File: src/rtl/booth_pkg.sv
// Shared definitions for the Booth multiplier front/back-end: operand widths,
// multiplier latency and the MAC sequencer state encoding.
package booth_pkg;
    localparam int OP_W       = 8;
    localparam int PROD_W     = 16;
    localparam int MUL_CYCLES = 8;

    typedef enum logic [2:0] {
        S_IDLE,
        S_START,
        S_RUN,
        S_CAPTURE,
        S_DONE
    } mac_state_e;

    typedef struct packed {
        logic [OP_W-1:0] a;
        logic [OP_W-1:0] b;
        logic            last;
    } op_req_t;
endpackage

File: src/rtl/mac_accumulator.sv
// Signed wrapping accumulator with sticky overflow flag.
// The product is sign-extended to ACC_W before it is added.
module mac_accumulator
    import booth_pkg::*;
#(
    parameter int ACC_W = 24
) (
    input  logic                    clk,
    input  logic                    clr,
    input  logic                    add_en,
    input  logic [PROD_W-1:0]       prod,
    output logic signed [ACC_W-1:0] acc,
    output logic                    ovf
);
    logic signed [ACC_W-1:0] prod_ext;
    logic signed [ACC_W-1:0] sum;
    logic                    sum_ovf;

    assign prod_ext = ACC_W'($signed(prod));
    assign sum      = acc + prod_ext;
    // Overflow: both addends share a sign that the wrapped sum does not.
    assign sum_ovf  = (acc[ACC_W-1] == prod_ext[ACC_W-1]) && (sum[ACC_W-1] != acc[ACC_W-1]);

    always_ff @(posedge clk) begin
        if (clr) begin
            acc <= '0;
            ovf <= 1'b0;
        end else if (add_en) begin
            acc <= sum;
            ovf <= ovf | sum_ovf;
        end
    end
endmodule

File: src/rtl/booth_mac_ctrl.sv
// Sequencer around booth_multiplier: accepts operand pairs, times the multiply
// with its own counter, accumulates products and presents each dot product.
module booth_mac_ctrl
    import booth_pkg::*;
#(
    parameter int ACC_W = 24
) (
    input  logic                    clk,
    input  logic                    rst,
    input  logic                    in_valid,
    output logic                    in_ready,
    input  logic [OP_W-1:0]         in_a,
    input  logic [OP_W-1:0]         in_b,
    input  logic                    in_last,
    output logic                    mul_start,
    output logic [OP_W-1:0]         mul_mc,
    output logic [OP_W-1:0]         mul_mp,
    input  logic                    mul_busy,
    input  logic [PROD_W-1:0]       mul_prod,
    output logic                    out_valid,
    input  logic                    out_ready,
    output logic signed [ACC_W-1:0] out_acc,
    output logic                    out_ovf,
    output logic                    err
);
    mac_state_e state, state_nx;
    op_req_t    op_q;
    logic [3:0] cyc;
    logic       acc_add;
    logic       acc_clr;

    always_ff @(posedge clk) begin
        if (rst) begin
            state <= S_IDLE;
            op_q  <= '0;
            cyc   <= '0;
            err   <= 1'b0;
        end else begin
            state <= state_nx;
            if (state == S_IDLE && in_valid)
                op_q <= '{a: in_a, b: in_b, last: in_last};
            if (state == S_START)
                cyc <= '0;
            else if (state == S_RUN)
                cyc <= cyc + 4'd1;
            // busy is only meaningful in CAPTURE; elsewhere it may be X or wrapped.
            if (state == S_CAPTURE && mul_busy)
                err <= 1'b1;
        end
    end

    always_comb begin
        state_nx = state;
        acc_add  = 1'b0;
        acc_clr  = 1'b0;
        case (state)
            S_IDLE:    if (in_valid) state_nx = S_START;
            S_START:   state_nx = S_RUN;
            S_RUN:     if (cyc == 4'(MUL_CYCLES - 1)) state_nx = S_CAPTURE;
            S_CAPTURE: begin
                acc_add  = 1'b1;
                state_nx = op_q.last ? S_DONE : S_IDLE;
            end
            S_DONE: begin
                if (out_ready) begin
                    acc_clr  = 1'b1;
                    state_nx = S_IDLE;
                end
            end
            default:   state_nx = S_IDLE;
        endcase
    end

    mac_accumulator #(.ACC_W(ACC_W)) u_acc (
        .clk    (clk),
        .clr    (rst | acc_clr),
        .add_en (acc_add),
        .prod   (mul_prod),
        .acc    (out_acc),
        .ovf    (out_ovf)
    );

    assign in_ready  = (state == S_IDLE) && !rst;
    assign mul_start = (state == S_START);
    assign mul_mc    = op_q.a;
    assign mul_mp    = op_q.b;
    assign out_valid = (state == S_DONE);
endmodule

File: config.mk
export PLATFORM = sky130hd
export DESIGN_NAME = booth_mac_ctrl
export DESIGN_NICKNAME = d
export VERILOG_FILES = /design/src/rtl/booth_pkg.sv /design/src/rtl/mac_accumulator.sv /design/src/rtl/booth_mac_ctrl.sv
export SDC_FILE = /design/constraint.sdc
export NUM_CORES = 1
export LEC_CHECK = 0
export ABC_AREA = 1
export BUFFER_PORTS_ARGS = -buffer_cell sky130_fd_sc_hd__buf_2
export CAP_MARGIN = 20
export CORE_ASPECT_RATIO = 0.6
export CORE_UTILIZATION = 40
export CTS_BUF_LIST = sky130_fd_sc_hd__clkbuf_8
export DETAILED_ROUTE_END_ITERATION = 7
export PLACE_DENSITY_LB_ADDON = 0.1
export SLEW_MARGIN = 40
export SYNTH_ARGS = -nofsm -noshare
export SYNTH_HDL_FRONTEND = slang
export SYNTH_SLANG_ARGS = --single-unit
File: constraint.sdc
create_clock -name clk -period 4.6 [get_ports clk]
set_input_delay 0.92 -clock clk [delete_from_list [all_inputs] [get_ports clk]]
set_output_delay 0.92 -clock clk [all_outputs]
set_load 0.01 [all_outputs]
==> results of run 1 <==
-- synthesized netlist by cell type, types with 9 or more instances --
master	number
a21oi_1	47
buf_4	17
dfxtp_1	50
ha_1	24
inv_1	98
nand2_1	127
nand2_2	12
nand3_1	30
nand4_1	9
nor2_1	70
o21ai_0	30
xor2_1	9
-- per-layer routing --
metal | global-route usage (%) | up-vias | part of all wire [%]
met5 | 0 | - | 0
met4 | 6.024 | 0 | 1.1
met3 | 5.606 | 7 | 7.6
met2 | 24.14 | 100 | 35
met1 | 31.18 | 1527 | 56
li1 | - | 1870 | -
-- worst max-delay path by stage --
stage | startpoint | to | slack, ns | depth (start not counted)
4_1_cts | mul_prod[0] | u_acc.acc[10] | 2.27 | 11
2_1_floorplan | mul_prod[0] | u_acc.acc[14] | 2.24 | 11
6_report | mul_prod[0] | u_acc.acc[10] | 2.23 | 11
5_1_grt | mul_prod[9] | u_acc.acc[20] | 2.09 | 12
3_3_place_gp | mul_prod[0] | u_acc.acc[10] | 1.97 | 11
3_5_place_dp | mul_prod[0] | u_acc.acc[10] | 1.92 | 11
-- cell type report --
cell class | count | area [µm²]
Fill cell | 905 | 4509
Multi-Input combinational cell | 386 | 1999
Sequential cell | 50 | 1001
Timing Repair Buffer | 83 | 417.9
Inverter | 100 | 375.4
Tap cell | 112 | 140.1
Clock buffer | 6 | 82.58
Clock inverter | 1 | 30.03
-- registers in the layout (all words and copies together) (netlist names) --
signal     flops
mul_mp         8
op_q           1
u_acc.acc     24
u_acc.ovf      1
state          3
cyc            4
err            1
mul_mc         8
-- placed cells by master (no fill, tap or decap), types with 2 or more instances in the layout --
master and instances:
a21oi_1 47, and2_1 2, buf_2 82, clkbuf_8 6, dfxtp_1 50, ha_1 24, inv_1 98, nand2_1 127
nand2_2 12, nand3_1 29, nand4_1 9, nor2_1 70, nor2_2 3, nor4_1 2, o21ai_0 30, o21ai_1 4
o21bai_1 2, or2_0 2, or2_1 2, xor2_1 9
-- through the flow --
stage          utilization [%]  setup WS, ns  std cells  hold WS [ns]  cell area [µm²]
2_1_floorplan                -         2.239        563        0.4240             3556
3_3_place_gp             45.92         1.972        731        0.4291             3929
3_5_place_dp             45.98         1.924        731        0.4347             3934
4_1_cts                  47.29         2.274        738        0.4494             4046
5_1_grt                  47.29         2.088        738        0.4738             4046
6_report                 47.29         2.230        738        0.4448             4046
-- cell families (layout without fill, tap and decap cells) --
group                    after synthesis  in the layout
buffers and inverters                127            190
AO/OA/AOI/OAI                         88             88
adder cells (fa/ha/maj)               25             25
AND/OR/NAND/NOR                      263            263
flip-flops                            50             50
XOR/XNOR                              10             10
-- report_power, final --
group          switching, W  internal, W  leakage, nW
clock              0.000160     0.000174       0.0573
sequential        0.0000229     0.000470        0.408
combinational      0.000204     0.000118         1.78
-- worst max-delay path, delay by kind of cell --
| kind | cells | cell delay [ns] |
|---|---|---|
| AOI/OAI and AO/OA | 2 | 0.43 |
| xor gates and xnor gates | 1 | 0.11 |
| adders and majority gates | 2 | 0.64 |
| buffers and inverters | 2 | 0.15 |
| and+or+nand+nor | 4 | 0.35 |
==> flow_metrics.tcl, run 1 <==
set metrics [dict create \
    grt_usage_pct 19.63 \
    die_w_um 123.7 \
    ctsLongestPathBuffers 2 \
    gp_congestion 0.8625 \
    reg2reg_slack_ns 2.60 \
    synth_ff_type "dfxtp_1" \
    synth.area.mux_share_pct 0 \
    grt_pass1_wl_mm 13.70 \
    path_common_cell "nand2_1" \
    cts_tree "built" \
    num_io_pins 83 \
    worstHoldEndpoint "mul_mc[2]" \
    finalClockSkew_ns 0.01040 \
    synth_seq_cells 50 \
    irDropWorstVdd_mv 0.1189 \
    dr.first_iter.drc_count 163 \
    final_max_slew_viol_count 0 \
    max_freq_mhz 421.9 \
    synth_fp_nets 626 \
    clk_pin_slew_ns 0.10 \
    synth_xor_area_share_pct 2.463 \
    critPathMaxStageDelay_ns 0.40 \
    r2r-start "u_acc.acc[0]" \
    yosysWarnings 0 \
    first_global_vias 2785 \
    cp.required_ns 4.83 \
    start_kind "input pin" \
    worstPathArrival_ns 2.60 \
    numCtsBuffers 5 \
    leakagePower_nw 2.250 \
    synth.cell_area_mm2 0.003556 \
    power_density_mw_per_mm2 284.0 \
    antenna_found_initial 0 \
    synth_top_cell_by_area "dfxtp_1" \
    rsz0062_at_grt "no" \
    grt_max_degree 35 \
    slew_headroom_pct 55.12 \
    synth_edf_count 0 \
    ys_seq_area_share_pct 28.15 \
    drc_errors 0 \
    outcome "completed" \
    setup_tns_ns 0 \
    hold_viol 0 \
    grt-ovfl-total 0 \
    via_per_inst 4.748 \
    drive_gt1_share_pct 17.89 \
    crit_fanout 3 \
    min_path_type "reg -> reg" \
    syn_inst 563 \
    maxCapViolCount 0 \
    ctsHoldBuffers 0 \
    antenna_cells 0 \
    min_path_cells 2 \
    clk_latency_ns 0.32 \
    die_y_um 75.04 \
    rr_endpoint "u_acc.acc[10]" \
    crit_type "in -> reg" \
    min_from "mul_mc[2]" \
    cts_max_level 2 \
    route.vias.total 3504 \
    worstMarginPinSlew_ns 0.6710 \
    start_util_pct 41.56 \
    synth.avg_cell_area_um2 6.316 \
    crit_chain "buf_2 > ha_1 > fa_1 > nand2_1 > nand2_1 > nand3_1 > nand2_2 > a21oi_1 > xnor2_1 > o21ai_1 > inv_1" \
    dr.pass1.iters 5 \
    synth_compound_area_share_pct 12.91 \
    end_kind "register" \
    num_rows 26 \
    hpwl_mm 6.934 \
    wl_per_cell_um 12.07 \
    die-area_mm2 0.009283 \
    synthAdderAreaFrac_pct 9.008 \
    ys_types 34 \
    cts.sinks 50 \
    async_reset_ff_share_pct 0 \
    drtAntennaViolNets 0 \
    crit_slowest_cell "fa_1" \
    port_buffers 82 \
    finalSetupViolCount 0 \
    core-area_mm2 0.008556 \
    synth_top_area_share_pct 28.15 \
    finalCritPeriodShare_pct 51.52 \
    synth_top_family_by_area "simple AND/OR/NAND/NOR gates" \
    wl_mm 8.904 \
    cts-root-buf "clkbuf_8" \
    area_growth_pct 13.79 \
    period_needed_ns 2.370 \
    finalPower_w 0.001149 \
    yosys.area_share.simple_pct 31.53 \
    worstRegToRegCells 10 \
    cts_setup_buffers 0 \
    ctsResizeCount 0 \
    synth_area_leaders "dfxtp_1, nand2_1, inv_1" \
    nets 689 \
]
(Power assumes the default switching activity.)
==> run 2, diff against run 1 <==
--- a/config.mk
+++ b/config.mk
@@ -5,7 +5,7 @@
 export SDC_FILE = /design/constraint.sdc
 export NUM_CORES = 1
 export LEC_CHECK = 0
-export ABC_AREA = 1
+export ABC_AREA = 0
 export BUFFER_PORTS_ARGS = -buffer_cell sky130_fd_sc_hd__buf_2
 export CAP_MARGIN = 20
 export CORE_ASPECT_RATIO = 0.6
==> constraint.sdc (replaced) <==
create_clock -name clk -period 2.2 [get_ports clk]
set_input_delay 0.44 -clock clk [delete_from_list [all_inputs] [get_ports clk]]
set_output_delay 0.44 -clock clk [all_outputs]
set_load 0.01 [all_outputs]
==> run 2 against run 1 <==
Against the previous run: the flow now finishes with violations (setup timing); non-clock buffer count is 105 higher; clock-buffer cell count fell by 1; flip-flop and latch count did not move; area after synthesis is 10% lower; hold slack got worse by 0.084 ns; critical path type is now reg -> reg; largest power group unchanged.
==> flow_metrics.tcl, run 2 <==
set metrics [dict create \
    multi_input_comb_area_mm2 0.002272 \
    synth_edf_count 0 \
    synth_top_area_share_pct 31.36 \
    clk_latency_ns 0.31 \
    ys_seq_area_share_pct 31.36 \
    grt-ovfl-total 0 \
    synth_top_cell_by_area "dfxtp_1" \
    end_kind "register" \
    drive_gt1_share_pct 45.07 \
    ctsHoldBuffers 0 \
    finalCritPeriodShare_pct 110.3 \
    largest-register "u_acc.acc" \
    seq_area_mm2 0.001011 \
    num_rows 24 \
    utilization_pct 64.01 \
    die_y_um 71.20 \
    start_kind "register" \
    first_global_vias 3122 \
    start_util_pct 42.69 \
    synth.avg_cell_area_um2 7.842 \
    rsz0062_at_grt "yes" \
    dpl.cell_count 658 \
    crit_type "reg -> reg" \
    hold_viol 0 \
    async_reset_ff_share_pct 0 \
    area_growth_pct 49.94 \
    path_common_cell "a221oi_2" \
    gp_congestion 0.9579 \
    hpwl_mm 7.500 \
    synth_ff_type "dfxtp_1" \
    finalClockSkew_ns 0.009065 \
    largest_reg_flops 24 \
    syn_inst 407 \
    yosys-top-cells-count "nand2_1, a21oi_1, dfxtp_1" \
    dr.pass1.iters 5 \
    core-area_mm2 0.007477 \
    drc_errors 0 \
    period_needed_ns 2.426 \
    die-area_mm2 0.008353 \
    cts_tree "built" \
    irDropWorstVdd_mv 0.2805 \
    worstMarginPinSlew_ns 0.6585 \
    wl_mm 9.771 \
    dr.first_iter.drc_count 234 \
    drtAntennaViolNets 0 \
    synth_area_leaders "dfxtp_1, nand2_1, a21oi_1" \
    worstPathArrival_ns 2.67 \
    synth_fp_nets 470 \
    crit_slowest_cell "dfxtp_2" \
    critPathBufInv 0 \
    num_io_pins 83 \
    final_max_slew_viol_count 0 \
    worst_slack_ns -0.2260 \
    clk_pin_slew_ns 0.10 \
    synth_seq_cells 50 \
    power_density_mw_per_mm2 493.7 \
    grt_pass1_wl_mm 15.38 \
    ctsLongestPathBuffers 2 \
    crit_family "compound AO/OA/AOI/OAI gates" \
    wl_per_cell_um 14.54 \
    synthMostInstantiatedCell "nand2_1" \
    route.vias.total 3451 \
    maxCapViolCount 0 \
    fillers 642 \
    numCtsBuffers 5 \
    cts.sinks 50 \
    cp.required_ns 2.44 \
    final_cells 672 \
    grt_usage_pct 23.19 \
    cts_max_level 2 \
    port_buffers 82 \
    crit_fanout 2 \
    layout_commonest_cell "buf_4" \
    max_freq_mhz 412.2 \
    finalSetupViolCount 6 \
    yosysWarnings 0 \
    leakagePower_nw 2.187 \
    synth.cell_area_mm2 0.003192 \
    min_path_type "in -> reg" \
    antenna_found_initial 0 \
    slew_headroom_pct 55.96 \
    violations "setup timing" \
    ys_types 50 \
    antenna_cells 0 \
    layout_common_cells "buf_4, nand2_1, buf_2" \
    via_per_inst 5.135 \
    outcome "complete, but fails checks" \
    crit_chain "ha_4 > fa_2 > a21o_1 > a221oi_2 > o221a_2 > nor2_2 > a221oi_2 > mux2_1 > a31oi_1" \
    cts-root-buf "clkbuf_8" \
    die_w_um 117.3 \
    reg2reg_slack_ns -0.23 \
    grt_max_degree 18 \
    nets 630 \
    critPathMaxStageDelay_ns 0.35 \
]
-- run 2: cell types whose count changed after synthesis, moves of 13 or more --
| cell | before | now |
|---|---|---|
| a21oi_1 | 47 | 60 |
| inv_1 | 98 | 11 |
| nand2_1 | 127 | 86 |
| nand3_1 | 30 | 7 |
| nor2_1 | 70 | 17 |
| o21ai_0 | 30 | 12 |
| xnor2_1 | 1 | 16 |
-- run 2: cell type report --
class	instances	share of cell area (%)
multi-input cells	311	47.48
repair buffers	188	25.52
flip-flops and latches	50	21.12
well taps	104	2.719
clock buffers	5	1.438
clock inverters	3	0.8627
inverters	11	0.8627
-- run 2: logic make-up (layout without fill, tap and decap cells) --
kind of cell | after synthesis | after routing | synth area share (%)
compound gates | 124 | 124 | 25.60
xor+xnor | 21 | 21 | 5.762
fa+ha+maj | 25 | 25 | 10.04
buf+inv | 46 | 207 | 7.409
flops | 50 | 50 | 31.36
mux | 5 | 5 | 1.646
simple gates | 136 | 136 | 18.19
-- run 2: repair_timing --
item | CTS | global route
resized for setup | 6 | 52
endpoints found under the setup margin | 9 | 16
pin swaps | 5 | 13
setup buffers | 4 | 2
-- run 2: routing by layer --
layer  vias to the layer above  wire length [µm]  track usage, %
met5                         -                 0               0
li1                       1737                 -               -
met4                         0                27           3.030
met1                      1598              5188           35.24
met3                         4               708           6.452
met2                       112              3846           32.68
-- run 2: stage by stage --
| stage | total power (W) | hold WS [ns] | cell area (µm²) | worst slack, ns | TNS (ns) |
|---|---|---|---|---|---|
| after detailed placement | 0.001644 | 0.4440 | 4332 | -0.5026 | -4.134 |
| after CTS | 0.002325 | 0.3510 | 4517 | -0.2416 | -0.7288 |
| final | 0.002363 | 0.3607 | 4786 | -0.2260 | -0.6213 |
| after global routing | 0.002492 | 0.3544 | 4786 | -0.3166 | -1.463 |
| after floorplan | 0.001374 | 0.4360 | 3224 | -0.2638 | -0.4563 |
| after global placement | 0.001630 | 0.4389 | 4325 | -0.4410 | -3.279 |
-- run 2: power by group --
group,internal (W),switching [W],total (W)
clock,0.000336,0.000337,0.000673
sequential,0.000955,0.0000421,0.000997
combinational,0.000336,0.000356,0.000692
total,0.00163,0.000736,0.00236
-- run 2: path summary, 6_finish.rpt --
check | cells after the start | to | start
max | 9 | u_acc.acc[20] | u_acc.acc[0]
min | 3 | mul_mp[2] | in_b[2]
max reg2reg | 9 | u_acc.acc[20] | u_acc.acc[0]
min reg2reg | 2 | mul_mc[4] | mul_mc[4]
-- run 2: worst register-to-register path: cells and delay by family (launching register included) --
kind,cells,cell delay (ns)
compound gates,5,1.13
fa+ha+maj,2,0.49
flops,1,0.35
mux,1,0.35
simple gates,1,0.04
